### config.mk
export PLATFORM = sky130hd
export DESIGN_NAME = demux_5bit_1to2_buf
export DESIGN_NICKNAME = d
export VERILOG_FILES = /design/src/rtl/demux_5bit_1to2_buf.sv
export SDC_FILE = /design/constraint.sdc
export NUM_CORES = 1
export LEC_CHECK = 0
export CAP_MARGIN = 20
export CELL_PAD_IN_SITES_DETAIL_PLACEMENT = 1
export CELL_PAD_IN_SITES_GLOBAL_PLACEMENT = 1
export CORE_ASPECT_RATIO = 0.5
export CORE_MARGIN = 3
export CORE_UTILIZATION = 40
export CTS_CLUSTER_DIAMETER = 80
export CTS_CLUSTER_SIZE = 24
export DETAILED_ROUTE_END_ITERATION = 7
export PLACE_DENSITY = 0.85
export RECOVER_POWER = 100
export SLEW_MARGIN = 20
export SYNTH_ARGS = -nofsm -noshare
export SYNTH_HDL_FRONTEND = slang
export SYNTH_SLANG_ARGS = --single-unit
### constraint.sdc
create_clock -name clk -period 5.6 [get_ports clk]
set_input_delay 1.12 -clock clk [delete_from_list [all_inputs] [get_ports clk]]
set_output_delay 1.12 -clock clk [all_outputs]
set_load 0.02 [all_outputs]
### src/rtl/demux_5bit_1to2_buf.sv
// Registered 1-to-2 demultiplexer: each input word is steered into one of two
// per-channel FIFOs, each drained through its own valid/ready port with a pop counter.
module demux_5bit_1to2_buf #(
    parameter int WIDTH = 5,
    parameter int DEPTH = 2,
    parameter int CNT_W = 8
) (
    input  logic             clk,
    input  logic             reset,
    input  logic [WIDTH-1:0] in_data,
    input  logic             in_sel,
    input  logic             in_valid,
    output logic             in_ready,
    output logic [WIDTH-1:0] out0_data,
    output logic             out0_valid,
    input  logic             out0_ready,
    output logic [WIDTH-1:0] out1_data,
    output logic             out1_valid,
    input  logic             out1_ready,
    output logic [CNT_W-1:0] cnt0,
    output logic [CNT_W-1:0] cnt1
);
    localparam int AW = $clog2(DEPTH);
    localparam int OW = $clog2(DEPTH + 1);

    logic [1:0]             rdy, vld, full, push, pop;
    logic [1:0][WIDTH-1:0]  head;
    logic [1:0][CNT_W-1:0]  cnt;

    assign rdy = {out1_ready, out0_ready};

    // Based on registered occupancy only, so a full channel never passes a word through.
    assign in_ready = !full[in_sel] && !reset;

    for (genvar g = 0; g < 2; g++) begin : g_ch
        logic [DEPTH-1:0][WIDTH-1:0] mem_q, mem_d;
        logic [AW-1:0]               wr_q, wr_d, rd_q, rd_d;
        logic [OW-1:0]               occ_q, occ_d;
        logic [CNT_W-1:0]            cnt_q, cnt_d;

        assign push[g] = in_valid && in_ready && (in_sel == 1'(g));
        assign vld[g]  = (occ_q != '0);
        assign full[g] = (occ_q == OW'(DEPTH));
        assign pop[g]  = vld[g] && rdy[g];
        // Empty channels present zero rather than stale storage.
        assign head[g] = vld[g] ? mem_q[rd_q] : '0;
        assign cnt[g]  = cnt_q;

        always_comb begin
            mem_d = mem_q;
            wr_d  = wr_q;
            rd_d  = rd_q;
            cnt_d = cnt_q;
            if (push[g]) begin
                mem_d[wr_q] = in_data;
                wr_d        = wr_q + AW'(1);
            end
            if (pop[g]) begin
                rd_d  = rd_q + AW'(1);
                cnt_d = cnt_q + CNT_W'(1);
            end
            occ_d = occ_q + OW'(push[g]) - OW'(pop[g]);
        end

        always_ff @(posedge clk) begin
            if (reset) begin
                mem_q <= '0;
                wr_q  <= '0;
                rd_q  <= '0;
                occ_q <= '0;
                cnt_q <= '0;
            end else begin
                mem_q <= mem_d;
                wr_q  <= wr_d;
                rd_q  <= rd_d;
                occ_q <= occ_d;
                cnt_q <= cnt_d;
            end
        end
    end

    assign out0_data  = head[0];
    assign out1_data  = head[1];
    assign out0_valid = vld[0];
    assign out1_valid = vld[1];
    assign cnt0       = cnt[0];
    assign cnt1       = cnt[1];
endmodule

## After elaboration in Yosys (flattened, before gate mapping)

Index checks and enable logic that the tools add are counted.

| storage, ports and cells | value |
|---|---|
| memory bits (writable) | 0 |
| input bits | 11 |
| memory bits (read-only) | 0 |
| memories | 0 |
| word-level logic and storage cells | 58 |
| output and inout port bits | 29 |
| bits in latches | 0 |
| flip-flop bits (word level) | 44 |

| cells by class | value |
|---|---|
| divide/modulo/power cells | 0 |
| $lt $le $gt $ge | 7 |
| $add $sub $neg | 10 |
| shift operators | 0 |
| bitwise operators | 1 |
| multiply operators | 0 |
| eq/ne operators | 2 |
| reductions and logical operators | 12 |
| mux-type cells | 14 |

Operators by type and width:

| operator | count |
|---|---|
| $mux 5 | 8 |
| $bwmux 10 | 2 |
| $add 8x1->8 const B | 2 |
| $demux 5 s1 | 2 |
| $lt 1x2->1 const B | 5 |
| $logic_and 1x1->1 | 8 |
| $add 1x1->1 const B | 4 |
| $add 2x1->2 | 2 |
| $eq 2x2->1 const B | 2 |
| $reduce_bool 2->1 | 2 |
| $sub 2x1->2 | 2 |
| $ge 1x1->1 const B | 2 |
| $logic_not 1->1 | 2 |
| $mux 1 | 2 |
| $not 1->1 | 1 |

## Logic depth before layout (Yosys ltp)

Gate-level depths: netlist of run 1.

| logic depth | value |
|---|---|
| depth in word-level cells | 9 |
| depth in mapped cells | 8 |
| gate-level depth less buffers | 8 |

## Worst setup path before layout of run 1

No wires, ideal clock.

| timing path | value |
|---|---|
| path type | input to output |
| start point | in reset |
| end point | out in_ready |
| required time | 4.480 ns |
| path buffers | 2 |
| stages on the path | 3 |
| path slack | 2.439 ns |
| arrival | 2.041 ns |
| cell sequence | clkbuf_1 -> clkbuf_1 -> a211oi_1 |

| on the way | value |
|---|---|
| longest elaborated chain between the ends | 2 |

Ends and longest elaborated chain:

| what | line | text |
|---|---|---|
| start: declaration | 9 | `input logic reset,` |
| $logic_not 1->1 | 33 | `assign in_ready = !full[in_sel] && !reset;` |
| $logic_and 1x1->1 | 33 |  |
| end: declaration | 13 | `output logic in_ready,` |

No other way between the ends.

## Worst setup path after layout of run 1

| timing path | value |
|---|---|
| start point | in reset |
| end point | reg g_ch[0].occ_q[1] |

| on the way | value |
|---|---|
| longest elaborated chain between the ends | 6 |

Ends and longest elaborated chain:

| what | line | text |
|---|---|---|
| $logic_not 1->1 | 33 |  |
| $logic_and 1x1->1 | 33 |  |
| $logic_and 1x1->1 (2 in series) | 41 | `assign push[g] = in_valid && in_ready && (in_sel == 1'(g));` |
| $add 2x1->2 | 62 | `occ_d = occ_q + OW'(push[g]) - OW'(pop[g]);` |
| $sub 2x1->2 | 62 |  |
| end signal: assignment | 70 | `occ_q <= '0;` |
| end signal: assignment | 76 | `occ_q <= occ_d;` |
| end: declaration | 38 | `logic [OW-1:0] occ_q, occ_d;` |

Several ways; a longest one is shown, not always the timed one.
A chain may end at the register's enable or synchronous reset.

==> results of run 1 <==
[cell type report]
type                    instances  area (um^2)  share of cell area, %
flip-flops and latches         44          881                   33.4
clock buffers                   6         72.6                   2.75
clock inverters                 2         35.0                   1.33
multi-input cells             159         1120                   42.3
repair buffers                 40          394                   14.9
well taps                      66         82.6                   3.13
inverters                      15         56.3                   2.13
[worst reg2reg max path, cell delays in order (launching register included)]
cell and delay, ns:
dfxtp_1 0.36, o21ai_1 0.66, inv_1 0.12, ha_1 0.32, inv_1 0.05, ha_1 0.14, xor2_1 0.17, and2_0 0.14
nor3_1 0.04
[metrics by stage]
step	utilization [%]	instance area [um^2]	hold WS [ns]	power, uW
final	55.9	2640	0.482	897
after global routing	55.9	2640	0.514	954
after CTS	56.4	2660	0.490	920
after detailed placement	54.1	2550	0.478	679
after global placement	54.1	2550	0.460	659
after floorplan	-	2110	0.516	570
[kinds of logic (layout without fill, tap and decap cells)]
| group | count (synthesis) | after routing | share of synthesized area [%] |
|---|---|---|---|
| xor gates and xnor gates | 8 | 8 | 3.33 |
| muxes | 27 | 27 | 14.6 |
| buffers and inverters | 23 | 63 | 4.28 |
| DFF | 44 | 44 | 41.8 |
| adders and majority gates | 6 | 6 | 3.56 |
| AOI/OAI and AO/OA | 35 | 35 | 11.2 |
| and+or+nand+nor | 83 | 83 | 21.2 |
[state kept, by name (all words and copies together), names as in the netlist]
name	count
g_ch.occ_q	4
g_ch.rd_q	2
g_ch.mem_q	20
cnt1	8
cnt0	8
g_ch.wr_q	2
[Yosys cell counts]
cell type / n
a211oi_1: 1
a21oi_1: 8
a311oi_1: 5
a31o_2: 6
and2_1: 3
and3_1: 1
buf_4: 1
clkbuf_1: 7
dfxtp_1: 44
ha_1: 6
inv_1: 15
mux2_2: 10
mux2_4: 5
mux2i_1: 12
nand2_1: 4
nand2b_1: 7
nand3_1: 2
nand4_1: 6
nor2_1: 27
nor2b_1: 19
nor3_1: 3
o211ai_1: 2
o21ai_0: 5
o21ai_1: 3
o31ai_1: 5
or3_1: 2
or4_1: 9
xor2_1: 8
[power by group through the flow]
| stage | Combinational (uW) | Clock [uW] | Sequential, uW |
|---|---|---|---|
| 2_1_floorplan | 182 | 0 | 389 |
| 3_3_place_gp | 257 | 0 | 403 |
| 3_5_place_dp | 271 | 0 | 407 |
| 4_1_cts | 274 | 246 | 401 |
| 5_1_grt | 285 | 261 | 408 |
| 6_report | 255 | 242 | 400 |
[metal layers]
metal | part of all wire, % | wire length, um
met2 | 50 | 2630
met3 | 3.4 | 178
met4 | 0.55 | 29
met1 | 46 | 2410
met5 | 0 | 0
[worst max-delay path by stage]
stage / endpoint / slack (ns) / cells after the start
2_1_floorplan: in_ready / 2.44 / 3
3_5_place_dp: in_ready / 1.89 / 4
6_report: g_ch[0].occ_q[1] / 1.33 / 8
5_1_grt: g_ch[0].occ_q[1] / 0.98 / 8
4_1_cts: in_ready / 1.89 / 4
3_3_place_gp: in_ready / 1.95 / 4
==> flow_metrics.py, run 1 <==
metrics = {
    "synthesis": {
        "synthesis.instances": 226,
        "synth_top_cell_by_area": "dfxtp_1",
        "syn-num-nets": 243,
        "yosysSeqAreaShare_pct": 41.8,
        "synth_area_leaders": "dfxtp_1 (42%), mux2i_1 (5.7%), nor2b_1 (5.6%)",
        "yosysUniqueCellTypes": 28,
        "yosys_warnings": 0,
        "syn_area_per_cell_um2": 9.32,
        "synth_top_area_share_pct": 41.8,
        "ys_ff_latch": 44,
        "syn-cell-area_um2": 2110,
    },
    "critical_path": {
        "path_cells": "dlygate4sd3_1 > clkbuf_1 > nor2b_1 > and3_1 > ha_1 > xor2_1 > and2_0 > nor3_1",
        "arrival_ns": 4.37,
        "path_class": "input port to flip-flop",
        "cpPeakStageDelay_ns": 1.52,
        "path_max_fanout": 50,
        "crit_path_start_kind": "input port",
        "crit_family": "buffers and inverters",
        "rr_endpoint": "g_ch[0].occ_q[1]",
        "cp_data_required_time_ns": 5.70,
        "critPathBufInv": 2,
        "cpMaxStageDelayCell": "clkbuf_1",
        "crit_start": "reset",
        "end_kind": "flip-flop",
        "ff2ff_setup_slack_ns": 3.38,
        "reg2reg_depth": 8,
        "r2r_start": "g_ch[0].occ_q[1]",
    },
    "cts": {
        "tritoncts": "built",
        "cts_buffer_depth": 2,
        "numCtsBuffers": 5,
        "clk_pin_slew_ns": 0.09,
        "clk_latency_ns": 0.29,
        "postCtsSetupRepairBufs": 0,
        "htree_levels": 2,
        "cts.sink_count": 44,
        "ctsHoldBuffers": 0,
        "root_buffer": "clkbuf_8",
        "cts_resized": 0,
    },
    "final_layout": {
        "area_delta_synth_final_pct": 25.2,
        "final_cell_mix": "dfxtp_1 (44), dlygate4sd3_1 (30), nor2_1 (27)",
        "fillers": 564,
        "finalNonFillerCells": 332,
        "drive_above_1_share_pct": 8.65,
        "final_nets": 282,
        "final_common_cell": "dfxtp_1",
        "num_antenna_cells": 0,
    },
    "hold_path": {
        "hp-start": "cnt1[7]",
        "hold_end": "cnt1[7]",
        "min_path_type": "flip-flop to flip-flop",
        "holdPathStages": 2,
    },
    "placement": {
        "hpwlAfterDp_um": 3750,
        "dp.cells": 324,
        "port_buffers": 39,
        "gp_congestion": 0.796,
        "dp_slack_ns": 1.89,
    },
    "power_and_ir_drop": {
        "irDropWorstVdd_v": 0.000127,
        "pwr-share-seq_pct": 44.6,
        "powerDensity_nw_per_um2": 340,
        "p_leak_uw": 0.00110,
        "combPwrFrac_pct": 28.4,
        "switching_share_pct": 34.1,
        "p_clk_share_pct": 26.9,
        "internal_power_uw": 591,
        "switchingPower_uw": 306,
    },
    "floorplanning": {
        "ioPinCount": 40,
        "rows": 17,
        "core-area_um2": 4720,
        "die_h_um": 57.3,
        "start_util_pct": 44.6,
        "die_area_um2": 6230,
        "fp.dieW_um": 109,
    },
    "drt": {
        "drc_errors": 0,
        "drtIter0Drc": 58,
        "vias_per_cell": 5.40,
        "vias": 1793,
        "routed_wl_um": 5250,
        "wl_per_cell_um": 15.8,
        "ant_nets": 0,
        "first_pass_iters": 4,
    },
    "run_status": {
        "violations": "max-capacitance violations, max-slew violations",
        "outcome": "finished, violations left",
    },
    "grt": {
        "antenna_found_initial": 0,
        "grt_max_degree": 51,
        "met2_usage_pct": 31.1,
        "top_usage_layer": "met2",
        "gr-total-overflow": 0,
        "track_usage_pct": 17.8,
        "grtUsageMet1_pct": 22.8,
        "grt_pass1_vias": 1789,
        "met3_usage_pct": 3.39,
        "grt_pass1_wl_um": 8740,
    },
    "sta": {
        "min_period_ns": 4.27,
        "final.setup.tns_ns": 0,
        "slew_violations": 51,
        "setup_viol": 0,
        "min_period_over_period_pct": 76.3,
        "tightest_slew_ns": 2.12,
        "max_freq_mhz": 234,
        "rsz0062_at_grt": "false",
        "slew_headroom_pct": -41.2,
        "hold_viol": 0,
        "skew_ns": 0.00575,
        "fin_ws_ns": 1.33,
    },
    "job": {
        "drv_cap": 1,
    },
}
No activity file was read; power rests on OpenSTA's default activity.
==> run 2: changes to the inputs <==
Settings changed: CORE_UTILIZATION 40 to 39, PLACE_DENSITY 0.85 to 0.83.
Clock period 5.6 ns to 4.2 ns, I/O delays scaled along.
==> flow_metrics.py, run 2 (same netlist as run 1, synthesis figures left out) <==
metrics = {
    "final_layout": {
        "drive_above_1_share_pct": 8.37,
        "largest_register_ffs": 20,
        "multiInputGateArea_um2": 1120,
        "final_cell_mix": "dfxtp_1 (44), dlygate4sd3_1 (32), nor2_1 (27)",
        "num_antenna_cells": 0,
        "final_nets": 282,
        "area_delta_synth_final_pct": 23.8,
        "seq_area_um2": 881,
        "fillers": 596,
        "finish.utilization_pct": 51.5,
        "final_common_cell": "dfxtp_1",
        "largest_register": "g_ch.mem_q",
    },
    "cts": {
        "root_buffer": "clkbuf_8",
        "clk_pin_slew_ns": 0.07,
        "postCtsSetupRepairBufs": 0,
        "numCtsBuffers": 5,
        "tritoncts": "built",
        "ctsHoldBuffers": 0,
        "cts.sink_count": 44,
        "cts_resized": 0,
        "htree_levels": 2,
        "clk_latency_ns": 0.29,
        "cts_buffer_depth": 2,
    },
    "grt": {
        "gr-total-overflow": 0,
        "grt_max_degree": 51,
        "grt_pass1_vias": 1848,
        "antenna_found_initial": 0,
        "grt_pass1_wl_um": 8810,
        "track_usage_pct": 17.8,
    },
    "drt": {
        "vias_per_cell": 5.29,
        "drc_errors": 0,
        "vias": 1762,
        "drtIter0Drc": 89,
        "routed_wl_um": 5180,
        "wl_per_cell_um": 15.5,
        "first_pass_iters": 4,
        "ant_nets": 0,
    },
    "hold_path": {
        "hp-start": "cnt1[7]",
        "min_path_type": "flip-flop to flip-flop",
        "hold_end": "cnt1[7]",
        "holdPathStages": 2,
    },
    "run_status": {
        "outcome": "complete, no violations",
    },
    "critical_path": {
        "path_max_fanout": 4,
        "rr_endpoint": "g_ch[1].occ_q[1]",
        "end_kind": "primary output",
        "path_class": "input port to primary output",
        "crit_path_start_kind": "input port",
        "arrival_ns": 2.32,
        "ff2ff_setup_slack_ns": 1.61,
        "r2r_start": "g_ch[1].occ_q[1]",
        "cp_data_required_time_ns": 3.36,
        "reg2reg_depth": 8,
    },
    "sta": {
        "final.setup.tns_ns": 0,
        "hold_viol": 0,
        "min_period_over_period_pct": 75.2,
        "setup_viol": 0,
        "max_freq_mhz": 317,
        "slew_headroom_pct": 16.5,
        "skew_ns": 0.00363,
        "slew_violations": 0,
        "rsz0062_at_grt": "false",
        "tightest_slew_ns": 1.24,
        "min_period_ns": 3.16,
    },
    "placement": {
        "port_buffers": 39,
        "gp_congestion": 0.776,
        "hpwlAfterDp_um": 3830,
    },
    "floorplanning": {
        "die_area_um2": 6370,
        "rows": 18,
        "fp.dieW_um": 110,
        "ioPinCount": 40,
        "start_util_pct": 41.6,
        "core-area_um2": 5070,
        "die_h_um": 58.0,
    },
    "power_and_ir_drop": {
        "p_leak_uw": 0.00108,
        "irDropWorstVdd_v": 0.000148,
        "powerDensity_nw_per_um2": 427,
    },
    "job": {
        "drv_cap": 0,
    },
}
## run 2: changes by cell type in the layout (fill, tap and decap cells not counted)
cell,before,now
buf_4,0,1
bufinv_16,1,0
clkbuf_1,2,0
clkdlybuf4s50_1,9,7
clkinv_2,1,0
dlygate4sd3_1,30,32
o21ai_0,6,8
o21ai_1,2,0
## run 2: where the power goes
group          internal, uW  switching [uW]  leakage (uW)
combinational           148             197      0.000687
clock                   107             133     0.0000359
sequential              464            65.2      0.000357
total                   720             395       0.00108
## run 2: through the flow
stage | setup WS [ns] | area [um^2] | hold WS (ns) | power [uW] | cells
finish | 1.04 | 2610 | 0.477 | 1110 | 333
detailed placement | 0.979 | 2560 | 0.479 | 909 | 328
CTS | 1.09 | 2630 | 0.490 | 1150 | 333
global placement | 1.11 | 2560 | 0.464 | 877 | 328
floorplan | 1.60 | 2110 | 0.516 | 761 | 226
global route | 0.946 | 2610 | 0.513 | 1190 | 333
## run 2: worst max-delay path by stage
stage | start | endpoint | cells past startpoint
floorplan | reset | in_ready | 3
global placement | in_sel | in_ready | 4
detailed placement | reset | g_ch[1].occ_q[1] | 8
CTS | in_sel | in_ready | 4
global route | in_sel | in_ready | 4
finish | in_sel | in_ready | 4
## run 2: final cells by class
cell class / count / share of cell area (%)
Sequential cell: 44 / 33.8
Timing Repair Buffer: 40 / 15.3
Inverter: 15 / 2.16
Multi-Input combinational cell: 159 / 42.8
Clock buffer: 5 / 2.64
Tap cell: 70 / 3.36
## run 2: metal layers
layer / vias to the layer above / wire length, um / GRT usage (%)
li1: 869 / - / -
met1: 861 / 2390 / 21.8
met2: 23 / 2570 / 31.3
met3: 9 / 144 / 4.12
met4: 0 / 78 / 5.15
met5: - / 0 / 0
## run 2: critical path, stage by stage
cell and delay [ns]:
clkdlybuf4s50_1 0.51, nor2_1 0.06, a211oi_1 0.20, dlygate4sd3_1 0.70
==> run 3: changes to the inputs <==
Clock period 4.2 ns to 3.05 ns, I/O delays scaled along.
==> flow_metrics.py, run 3 (same netlist as run 1, synthesis figures left out) <==
metrics = {
    "final_layout": {
        "finish.utilization_pct": 52.3,
        "largest_register": "g_ch.mem_q",
        "final_nets": 286,
        "largest_register_ffs": 20,
        "drive_above_1_share_pct": 9.26,
        "final_common_cell": "dfxtp_1",
        "final_cell_mix": "dfxtp_1 (44), dlygate4sd3_1 (30), nor2_1 (27)",
        "fillers": 592,
        "num_antenna_cells": 0,
        "area_delta_synth_final_pct": 25.9,
    },
    "placement": {
        "gp_congestion": 0.808,
        "dp_slack_ns": 0.370,
        "hpwlAfterDp_um": 3750,
        "port_buffers": 39,
    },
    "power_and_ir_drop": {
        "powerDensity_nw_per_um2": 598,
        "irDropWorstVdd_v": 0.000218,
        "p_leak_uw": 0.00110,
        "p_total_uw": 1590,
    },
    "sta": {
        "min_period_ns": 2.74,
        "min_period_over_period_pct": 89.8,
        "setup_viol": 0,
        "hold_ws_ns": 0.479,
        "slew_violations": 0,
        "tightest_slew_ns": 0.662,
        "max_freq_mhz": 365,
        "skew_ns": 0.00643,
        "fin_ws_ns": 0.311,
        "hold_viol": 0,
        "slew_headroom_pct": 55.8,
        "rsz0062_at_grt": "false",
        "final.setup.tns_ns": 0,
    },
    "cts": {
        "postCtsSetupRepairBufs": 0,
        "cts.sink_count": 44,
        "ctsHoldBuffers": 0,
        "clk_pin_slew_ns": 0.08,
        "htree_levels": 2,
        "root_buffer": "clkbuf_8",
        "tritoncts": "built",
        "clk_latency_ns": 0.29,
        "cts_buffer_depth": 2,
        "numCtsBuffers": 5,
        "cts_resized": 0,
    },
    "grt": {
        "gr-total-overflow": 0,
        "grt_max_degree": 38,
        "grt_pass1_wl_um": 8630,
        "grt_pass1_vias": 1878,
        "track_usage_pct": 17.2,
        "antenna_found_initial": 0,
    },
    "critical_path": {
        "crit_start": "in_sel",
        "crit_path_start_kind": "input port",
        "path_max_fanout": 4,
        "end_kind": "primary output",
        "path_class": "input port to primary output",
        "rr_endpoint": "g_ch[1].mem_q[0]",
        "ff2ff_setup_slack_ns": 1.34,
        "cp_data_required_time_ns": 2.44,
        "crit_end": "in_ready",
        "reg2reg_depth": 3,
        "arrival_ns": 2.13,
        "r2r_start": "g_ch[1].occ_q[1]",
    },
    "floorplanning": {
        "core-area_um2": 5070,
        "ioPinCount": 40,
        "die_area_um2": 6370,
        "start_util_pct": 41.6,
        "die_h_um": 58.0,
        "fp.dieW_um": 110,
        "rows": 18,
    },
    "drt": {
        "wl_per_cell_um": 15.0,
        "vias": 1803,
        "routed_wl_um": 5090,
        "ant_nets": 0,
        "first_pass_iters": 4,
        "vias_per_cell": 5.30,
        "drc_errors": 0,
        "drtIter0Drc": 44,
    },
    "job": {
        "drv_cap": 0,
    },
    "hold_path": {
        "min_path_type": "flip-flop to flip-flop",
    },
    "run_status": {
        "outcome": "complete, no violations",
    },
}
==> run 3: cell count changes in the layout (fill, tap and decap cells not counted), sizes merged <==
cell,before,now
dlygate4sd3,32,30
buf,1,3
clkbuf,5,10
clkdlybuf4s50,7,9
==> run 3: worst max-delay path, cell delays in order <==
cell	delay, ns
clkdlybuf4s50_1	0.52
nor2_1	0.06
a211oi_1	0.22
dlygate4sd3_1	0.72
==> run 3: worst min path at each step <==
stage                       startpoint           end  depth (start not counted)
after global placement         cnt0[7]       cnt0[7]                          2
after detailed placement       cnt1[7]       cnt1[7]                          2
after CTS                      cnt1[7]       cnt1[7]                          2
final                          cnt1[7]       cnt1[7]                          2
after global routing           cnt1[7]       cnt1[7]                          2
after floorplan           g_ch[1].wr_q  g_ch[1].wr_q                          2
==> run 3: layout make-up <==
class	instances	area, um^2	share of cell area, %
Tap cell	70	87.6	3.30
Sequential cell	44	881	33.2
Timing Repair Buffer	44	420	15.8
Inverter	15	56.3	2.12
Clock buffer	8	90.1	3.40
Multi-Input combinational cell	159	1120	42.1
==> run 3: metal layers <==
layer	GRT usage, %	routed length, um
met5	0	0
met4	5.15	72
met3	3.89	138
met2	29.4	2430
met1	21.8	2450
==> run 3: metrics by stage <==
stage / cells / cell area (um^2)
2_1_floorplan: 226 / 2110
3_3_place_gp: 332 / 2590
3_5_place_dp: 332 / 2590
4_1_cts: 340 / 2680
5_1_grt: 340 / 2650
6_report: 340 / 2650
==> run 3: power breakdown <==
group | switching [uW] | total [uW] | leakage, uW | internal, uW
Clock | 192 | 377 | 0.0000455 | 185
Sequential | 91.5 | 731 | 0.000357 | 639
Combinational | 264 | 480 | 0.000699 | 216
